File: src/rtl/counter_deglitch_pkg.sv
// Shared definitions for the counter deglitcher: FSM state encoding and
// default bus widths.
package counter_pkg;

    // ACQUIRE searches for a +1 run; LOCKED tracks and repairs the stream.
    typedef enum logic {
        ACQUIRE = 1'b0,
        LOCKED  = 1'b1
    } state_t;

    localparam int DEF_WIDTH = 8;
    localparam int DEF_TOT_W = 16;

endpackage

File: src/rtl/counter_deglitch_if.sv
// Bus between the glitchy counter stage, the deglitcher and its consumers.
// There is no handshake: glitchy_counter is a free-running sample taken at
// every rising clock edge, and every output is a registered level valid at
// every edge. The master modport drives the raw counter and observes the
// results; the slave modport is the deglitcher. state is the FSM debug view.
interface counter_deglitch_if
    import counter_pkg::*;
#(
    parameter int WIDTH = DEF_WIDTH,
    parameter int TOT_W = DEF_TOT_W
);
    logic [WIDTH-1:0] glitchy_counter;
    logic [WIDTH-1:0] clean_counter;
    logic             locked;
    logic             glitch_pulse;
    logic [TOT_W-1:0] glitch_total;
    state_t           state;

    modport master (
        output glitchy_counter,
        input  clean_counter, locked, glitch_pulse, glitch_total, state
    );

    modport slave (
        input  glitchy_counter,
        output clean_counter, locked, glitch_pulse, glitch_total, state
    );
endinterface

File: src/rtl/counter_deglitch_sat_counter.sv
// Up-counter that sticks at all-ones instead of wrapping.
module sat_counter #(
    parameter int W = 16
) (
    input  logic         clk_in,
    input  logic         rst,
    input  logic         inc,
    output logic [W-1:0] value
);
    // Count increments, holding once every bit is set.
    always_ff @(posedge clk_in) begin
        if (!rst) begin
            value <= '0;
        end else if (inc && (value != {W{1'b1}})) begin
            value <= value + {{(W-1){1'b0}}, 1'b1};
        end
    end
endmodule

File: src/rtl/counter_deglitch.sv
// Locks onto a +1-per-clock counter stream, replaces isolated bad samples by
// the extrapolated value, tallies them, and drops lock after a run of
// consecutive bad samples. All outputs are registered.
module counter_deglitch
    import counter_pkg::*;
#(
    parameter int WIDTH    = DEF_WIDTH,
    parameter int LOCK_RUN = 4,
    parameter int MAX_MISS = 3,
    parameter int TOT_W    = DEF_TOT_W
) (
    input  logic              clk_in,
    input  logic              rst,
    counter_deglitch_if.slave bus
);
    localparam int MW = $clog2(LOCK_RUN + 1);
    localparam int XW = $clog2(MAX_MISS + 1);
    localparam logic [WIDTH-1:0] ONE = {{(WIDTH-1){1'b0}}, 1'b1};

    state_t           state;
    logic [WIDTH-1:0] in_q;
    logic [WIDTH-1:0] cand;
    logic [WIDTH-1:0] clean_q;
    logic [MW-1:0]    match_cnt;
    logic [XW-1:0]    miss_cnt;
    logic             locked_q;
    logic             pulse_q;

    logic             acq_step;
    logic             lock_step;
    logic [MW-1:0]    match_next;
    logic [XW-1:0]    miss_next;
    logic             glitch_inc;

    // Successor tests against the previous sample (ACQUIRE) or the clean
    // value (LOCKED); addition wraps at WIDTH bits so FF->00 is a valid step.
    always_comb begin
        acq_step   = (in_q == cand + ONE);
        lock_step  = (in_q == clean_q + ONE);
        match_next = acq_step ? match_cnt + MW'(1) : '0;
        miss_next  = miss_cnt + XW'(1);
        glitch_inc = (state == LOCKED) && !lock_step;
    end

    // Input register, lock FSM, run counters and clean output register.
    always_ff @(posedge clk_in) begin
        if (!rst) begin
            state     <= ACQUIRE;
            in_q      <= '0;
            cand      <= '0;
            clean_q   <= '0;
            match_cnt <= '0;
            miss_cnt  <= '0;
            locked_q  <= 1'b0;
            pulse_q   <= 1'b0;
        end else begin
            in_q <= bus.glitchy_counter;
            cand <= in_q;
            case (state)
                ACQUIRE: begin
                    locked_q <= 1'b0;
                    pulse_q  <= 1'b0;
                    if (match_next == MW'(LOCK_RUN)) begin
                        state     <= LOCKED;
                        clean_q   <= in_q;
                        locked_q  <= 1'b1;
                        match_cnt <= '0;
                        miss_cnt  <= '0;
                    end else begin
                        match_cnt <= match_next;
                    end
                end
                LOCKED: begin
                    if (lock_step) begin
                        clean_q  <= in_q;
                        miss_cnt <= '0;
                        pulse_q  <= 1'b0;
                    end else begin
                        pulse_q <= 1'b1;
                        if (miss_next == XW'(MAX_MISS)) begin
                            // Exit cycle: clean value holds, no extrapolation.
                            state     <= ACQUIRE;
                            locked_q  <= 1'b0;
                            match_cnt <= '0;
                            miss_cnt  <= '0;
                        end else begin
                            clean_q  <= clean_q + ONE;
                            miss_cnt <= miss_next;
                        end
                    end
                end
                default: state <= ACQUIRE;
            endcase
        end
    end

    sat_counter #(.W(TOT_W)) u_glitch_total (
        .clk_in (clk_in),
        .rst    (rst),
        .inc    (glitch_inc),
        .value  (bus.glitch_total)
    );

    assign bus.clean_counter = clean_q;
    assign bus.locked        = locked_q;
    assign bus.glitch_pulse  = pulse_q;
    assign bus.state         = state;
endmodule
File: src/flat_wrapper.sv
// flat-port wrapper written by rule: the top's interface ports become plain ports
module counter_deglitch_flat import counter_pkg::*;
#(
    parameter int WIDTH    = DEF_WIDTH,
    parameter int LOCK_RUN = 4,
    parameter int MAX_MISS = 3,
    parameter int TOT_W    = DEF_TOT_W
)
  (clk_in, rst, bus_glitchy_counter, bus_clean_counter, bus_locked, bus_glitch_pulse, bus_glitch_total, bus_state);
  counter_deglitch_if #(.WIDTH(WIDTH), .TOT_W(TOT_W)) bus_i ();
  input  logic clk_in;
  input  logic rst;
  input wire logic [$bits(bus_i.glitchy_counter)-1:0] bus_glitchy_counter;
  output wire logic [$bits(bus_i.clean_counter)-1:0] bus_clean_counter;
  output wire logic [$bits(bus_i.locked)-1:0] bus_locked;
  output wire logic [$bits(bus_i.glitch_pulse)-1:0] bus_glitch_pulse;
  output wire logic [$bits(bus_i.glitch_total)-1:0] bus_glitch_total;
  output wire logic [$bits(bus_i.state)-1:0] bus_state;
  assign bus_i.glitchy_counter = bus_glitchy_counter;
  assign bus_clean_counter = bus_i.clean_counter;
  assign bus_locked = bus_i.locked;
  assign bus_glitch_pulse = bus_i.glitch_pulse;
  assign bus_glitch_total = bus_i.glitch_total;
  assign bus_state = bus_i.state;
  counter_deglitch #(.WIDTH(WIDTH), .LOCK_RUN(LOCK_RUN), .MAX_MISS(MAX_MISS), .TOT_W(TOT_W)) u_core (.clk_in(clk_in), .rst(rst), .bus(bus_i));
endmodule
File: config.mk
export PLATFORM = sky130hd
export DESIGN_NAME = counter_deglitch_flat
export DESIGN_NICKNAME = d
export VERILOG_FILES = /design/src/rtl/counter_deglitch_pkg.sv /design/src/rtl/counter_deglitch_if.sv /design/src/rtl/counter_deglitch_sat_counter.sv /design/src/rtl/counter_deglitch.sv /design/src/flat_wrapper.sv
export SDC_FILE = /design/constraint.sdc
export NUM_CORES = 1
export LEC_CHECK = 0
export ABC_AREA = 0
export BUFFER_PORTS_ARGS = -buffer_cell sky130_fd_sc_hd__buf_2
export CORE_ASPECT_RATIO = 1.2
export CORE_MARGIN = 2
export CORE_UTILIZATION = 57
export DETAILED_ROUTE_END_ITERATION = 12
export PLACE_DENSITY = 0.87
export SETUP_SLACK_MARGIN = 0.4
export SYNTH_ARGS = -nofsm -noshare
export SYNTH_HDL_FRONTEND = slang
export SYNTH_SLANG_ARGS = --single-unit
File: constraint.sdc
create_clock -name clk_in -period 3.2 [get_ports clk_in]
set_input_delay 0.64 -clock clk_in [delete_from_list [all_inputs] [get_ports clk_in]]
set_output_delay 0.64 -clock clk_in [all_outputs]
set_load 0.05 [all_outputs]
==> impl_metrics.sql <==
INSERT INTO impl_metrics (metric_group, metric, value, unit) VALUES
('critical_path', 'endpoint_kind', 'register', ''),
('cts', 'cts_tree', 'yes', ''),
('die', 'initial_util', '0.5940', ''),
('placed_design', 'postPlaceCellArea', '2741', 'sq um'),
('yosys', 'synth_async_sr_flop_share', '0', ''),
('yosys', 'synth_seq_area_share', '0.3796', ''),
('critical_path', 'timing.critical_path.from_type', 'register', ''),
('yosys', 'postSynthCellCount', '290', ''),
('timing', 'grt_setup_unrepaired', 'no', ''),
('placed_design', 'buffer_ports.inserted', '36', ''),
('yosys', 'yosysMostFrequentCell', 'sky130_fd_sc_hd__dfxtp_1', ''),
('cells_and_area', 'area.sequential', '963.4', 'sq um'),
('power_and_ir_drop', 'p_per_area', '398.2', 'nW/um^2'),
('cts', 'cts_sinks', '48', ''),
('cts', 'clkTransAtPathRegs', '0.09', 'ns'),
('yosys', 'yosysWarningCount', '0', ''),
('die', 'die_height', '77', 'um'),
('cells_and_area', 'multi_input_comb_area', '1496', 'sq um'),
('cts', 'cts_root_buf', 'sky130_fd_sc_hd__clkbuf_8', ''),
('timing', 'final-setup-viol-count', '0', ''),
('global_routing', 'antenna_violations_before_repair', '0', ''),
('critical_path', 'worst-endpoint-arrival', '2.86', 'ns'),
('drt', 'first_pass_iters', '4', ''),
('yosys', 'post_synth_instance_area', '2531', 'sq um'),
('timing', 'clock.fmax', '0.3750', 'GHz'),
('global_routing', 'global_route.overflow_total', '0', ''),
('cts', 'cts_post_setup_buffers_inserted', '0', ''),
('worst_hold_path', 'hold_path.class', 'register to register', ''),
('drt', 'drt_drc', '0', ''),
('yosys', 'net_count_synth', '304', ''),
('yosys', 'postSynthAreaPerCell', '8.728', 'sq um'),
('cells_and_area', 'finish.net_count', '336', ''),
('power_and_ir_drop', 'leakagePower', '0.001119', 'uW'),
('timing', 'worst_pin_slew', '0.9512', 'ns'),
('timing', 'final.setup_skew', '0.006795', 'ns'),
('global_routing', 'grt_pass1_vias', '2124', ''),
('drt', 'initialDrtViolationCount', '132', ''),
('cts', 'clockBufferDepth', '2', ''),
('timing', 'final_hold_viol_count', '0', ''),
('die', 'row_count', '26', ''),
('die', 'die_w', '64.83', 'um'),
('run_status', 'status', 'finished, final reports clean', ''),
('placed_design', 'place.detailed.hpwl', '4.151', 'mm'),
('critical_path', 'worstPathMaxFanout', '7', ''),
('yosys', 'ys.flop_type', 'sky130_fd_sc_hd__dfxtp_1', ''),
('cts', 'cts-htree-levels', '2', ''),
('die', 'die-area', '4992', 'sq um'),
('drt', 'vias', '2333', ''),
('cells_and_area', 'antennaDiodeCount', '0', ''),
('die', 'boundaryPins', '37', ''),
('cells_and_area', 'final_design_area_no_fill', '2874', 'sq um'),
('yosys', 'synth-edff-count', '0', ''),
('global_routing', 'grt_start_max_net_pins', '30', ''),
('yosys', 'synth_top_cells_by_area', 'sky130_fd_sc_hd__dfxtp_1, sky130_fd_sc_hd__and2_1, sky130_fd_sc_hd__a21oi_1', ''),
('timing', 'finalSetupTns', '0', 'ns'),
('critical_path', 'timing.setup.critical_path_class', 'register to register', ''),
('job', 'drv.max_cap_violation_count', '0', ''),
('power_and_ir_drop', 'worst_ir_drop_vdd', '0.2699', 'mV'),
('cells_and_area', 'area_delta_synth_final', '13.54', '%'),
('yosys', 'synth_top_area_frac', '0.3796', ''),
('die', 'core_region_area', '4262', 'sq um'),
('yosys', 'netlist-cell-type-count', '48', ''),
('global_routing', 'groute.usage.overall', '0.2400', ''),
('yosys', 'synth-seq-cells', '48', ''),
('yosys', 'synth_top_area_cell', 'sky130_fd_sc_hd__dfxtp_1', ''),
('placed_design', 'gp_routability_congestion', '0.8702', ''),
('cells_and_area', 'post_route_cells_drive_above_1_share', '0.2012', ''),
('cts', 'clk_latency', '0.31', 'ns'),
('cells_and_area', 'fillerInstances', '366', ''),
('timing', 'maxSlewViolCount', '0', ''),
('timing', 'clock_period_minus_final_worst_setup_slack', '2.667', 'ns'),
('drt', 'routed_wirelength', '5.771', 'mm'),
('drt', 'vias_per_cell', '6.156', ''),
('drt', 'postRouteAntennaNets', '0', ''),
('critical_path', 'data_required_time_at_the_worst_endpoint', '3.39', 'ns'),
('global_routing', 'grt_first_pass_wirelength', '9.535', 'mm'),
('drt', 'routed_wire_length_per_instance', '15.23', 'um'),
('cts', 'cts_buffers', '5', ''),
('timing', 'finalCritPeriodShare', '0.8334', ''),
('cts', 'cts_hold_repair.buffers', '0', ''),
('timing', 'slew_headroom', '0.3652', ''),
('yosys', 'synth_top_cells_by_count', 'sky130_fd_sc_hd__dfxtp_1, sky130_fd_sc_hd__nand2_1, sky130_fd_sc_hd__a21oi_1, sky130_fd_sc_hd__nor2_1, sky130_fd_sc_hd__and2_1', '');
[sequential cells by signal (all words and copies together), names as in the netlist]
signal and cells:
u_core.bus.locked 1, u_core.cand 8, u_core.u_glitch_total.value 16, u_core.bus.glitch_pulse 1, u_core.bus.clean_counter 8, u_core.in_q 8
u_core.match_cnt 3, u_core.bus.state 1, u_core.miss_cnt 2
[routing by layer]
| layer | vias to the layer above | part of all wire | track usage | wire [um] |
|---|---|---|---|---|
| met2 | 70 | 0.50 | 0.4062 | 2910 |
| li1 | 1132 | - | - | - |
| met5 | - | 0 | 0 | 0 |
| met1 | 1113 | 0.41 | 0.2709 | 2382 |
| met4 | 0 | 0.036 | 0.1447 | 209 |
| met3 | 18 | 0.046 | 0.05132 | 268 |
[cells in the final DEF, fill, tap and decap left out, types with 2 or more instances in the layout]
cell	synthesis	layout
sky130_fd_sc_hd__nor3_1	7	6
sky130_fd_sc_hd__o211ai_1	6	6
sky130_fd_sc_hd__nor2_1	20	20
sky130_fd_sc_hd__xnor2_1	9	9
sky130_fd_sc_hd__a21oi_1	20	20
sky130_fd_sc_hd__or3_1	7	6
sky130_fd_sc_hd__dfxtp_1	48	46
sky130_fd_sc_hd__buf_2	1	36
sky130_fd_sc_hd__or2_2	2	2
sky130_fd_sc_hd__a211oi_1	2	2
sky130_fd_sc_hd__mux2i_1	9	9
sky130_fd_sc_hd__dfxtp_2	0	2
sky130_fd_sc_hd__inv_1	9	9
sky130_fd_sc_hd__o32ai_1	6	6
sky130_fd_sc_hd__nand4_1	5	5
sky130_fd_sc_hd__clkbuf_8	0	5
sky130_fd_sc_hd__nand2_1	24	24
sky130_fd_sc_hd__a31o_2	4	4
sky130_fd_sc_hd__nor2b_1	3	3
sky130_fd_sc_hd__nand3b_1	2	2
sky130_fd_sc_hd__ha_1	4	4
sky130_fd_sc_hd__and2_1	18	18
sky130_fd_sc_hd__o21ai_0	11	11
sky130_fd_sc_hd__xor2_1	10	10
sky130_fd_sc_hd__o31ai_1	8	8
sky130_fd_sc_hd__a31oi_1	2	2
sky130_fd_sc_hd__a22oi_1	6	6
sky130_fd_sc_hd__and3_1	5	5
sky130_fd_sc_hd__or4_1	6	6
sky130_fd_sc_hd__buf_4	0	2
sky130_fd_sc_hd__nand3_1	6	6
[worst max-delay path, stage by stage, from the launching register on]
cell,delay [ns]
sky130_fd_sc_hd__dfxtp_2,0.41
sky130_fd_sc_hd__ha_1,0.22
sky130_fd_sc_hd__nand3_1,0.20
sky130_fd_sc_hd__mux2i_1,0.23
sky130_fd_sc_hd__o32ai_1,0.11
sky130_fd_sc_hd__o211a_1,0.29
sky130_fd_sc_hd__a31oi_1,0.59
sky130_fd_sc_hd__nand2_1,0.18
sky130_fd_sc_hd__a211oi_1,0.32
[final cells by class]
class                   instances  area share
clock inverters                 3     0.01611
clock buffers                   5     0.02394
flip-flops and latches         48      0.3352
repair buffers                 38     0.06791
inverters                       9     0.01175
well taps                      56     0.02438
multi-input cells             220      0.5207
[power breakdown]
part | total (uW) | switching, uW | leakage [uW] | internal (uW)
clock | 452 | 217 | 0.0000548 | 236
combinational | 71.7 | 39.5 | 0.000673 | 32.2
sequential | 621 | 14.0 | 0.000391 | 607
total | 1140 | 270 | 0.00112 | 874
[metrics by stage]
step                utilization  std cells  worst slack [ns]  hold WS, ns  power (uW)
finish                   0.6744        379            0.5332       0.4786        1145
global placement         0.6433        371            0.5765       0.4625       701.1
floorplan                     -        290            0.5206       0.4451       684.6
CTS                      0.6703        379            0.4777       0.4788        1150
global route             0.6744        379            0.4023       0.4980        1179
detailed placement       0.6433        371            0.5385       0.4662       704.0
[timing repair]
action                                 CTS  global route
endpoints found under the hold margin    0             0
setup endpoints to repair                0             7
gates resized for setup                  0             3
[path summary, 6_finish.rpt]
path                                     from                          end  slack [ns]  cells after the start
setup / recovery  u_core.bus.clean_counter[0]  u_core.bus.clean_counter[1]        0.53                      8
hold / removal            u_core.match_cnt[2]          u_core.match_cnt[2]        0.48                      2
setup reg to reg  u_core.bus.clean_counter[0]  u_core.bus.clean_counter[1]        0.53                      8
hold reg to reg           u_core.match_cnt[2]          u_core.match_cnt[2]        0.48                      2
[kinds of logic after synthesis]
kind of cell / after synthesis / synth area share
AND/OR/NAND/NOR: 109 / 0.2289
AO/OA/AOI/OAI: 78 / 0.2249
flip-flops: 48 / 0.3796
buffers and inverters: 22 / 0.03608
XOR/XNOR: 20 / 0.07513
multiplexers: 9 / 0.03559
adder cells (fa/ha/maj): 4 / 0.01977
Power figures use the tool's default switching activity.
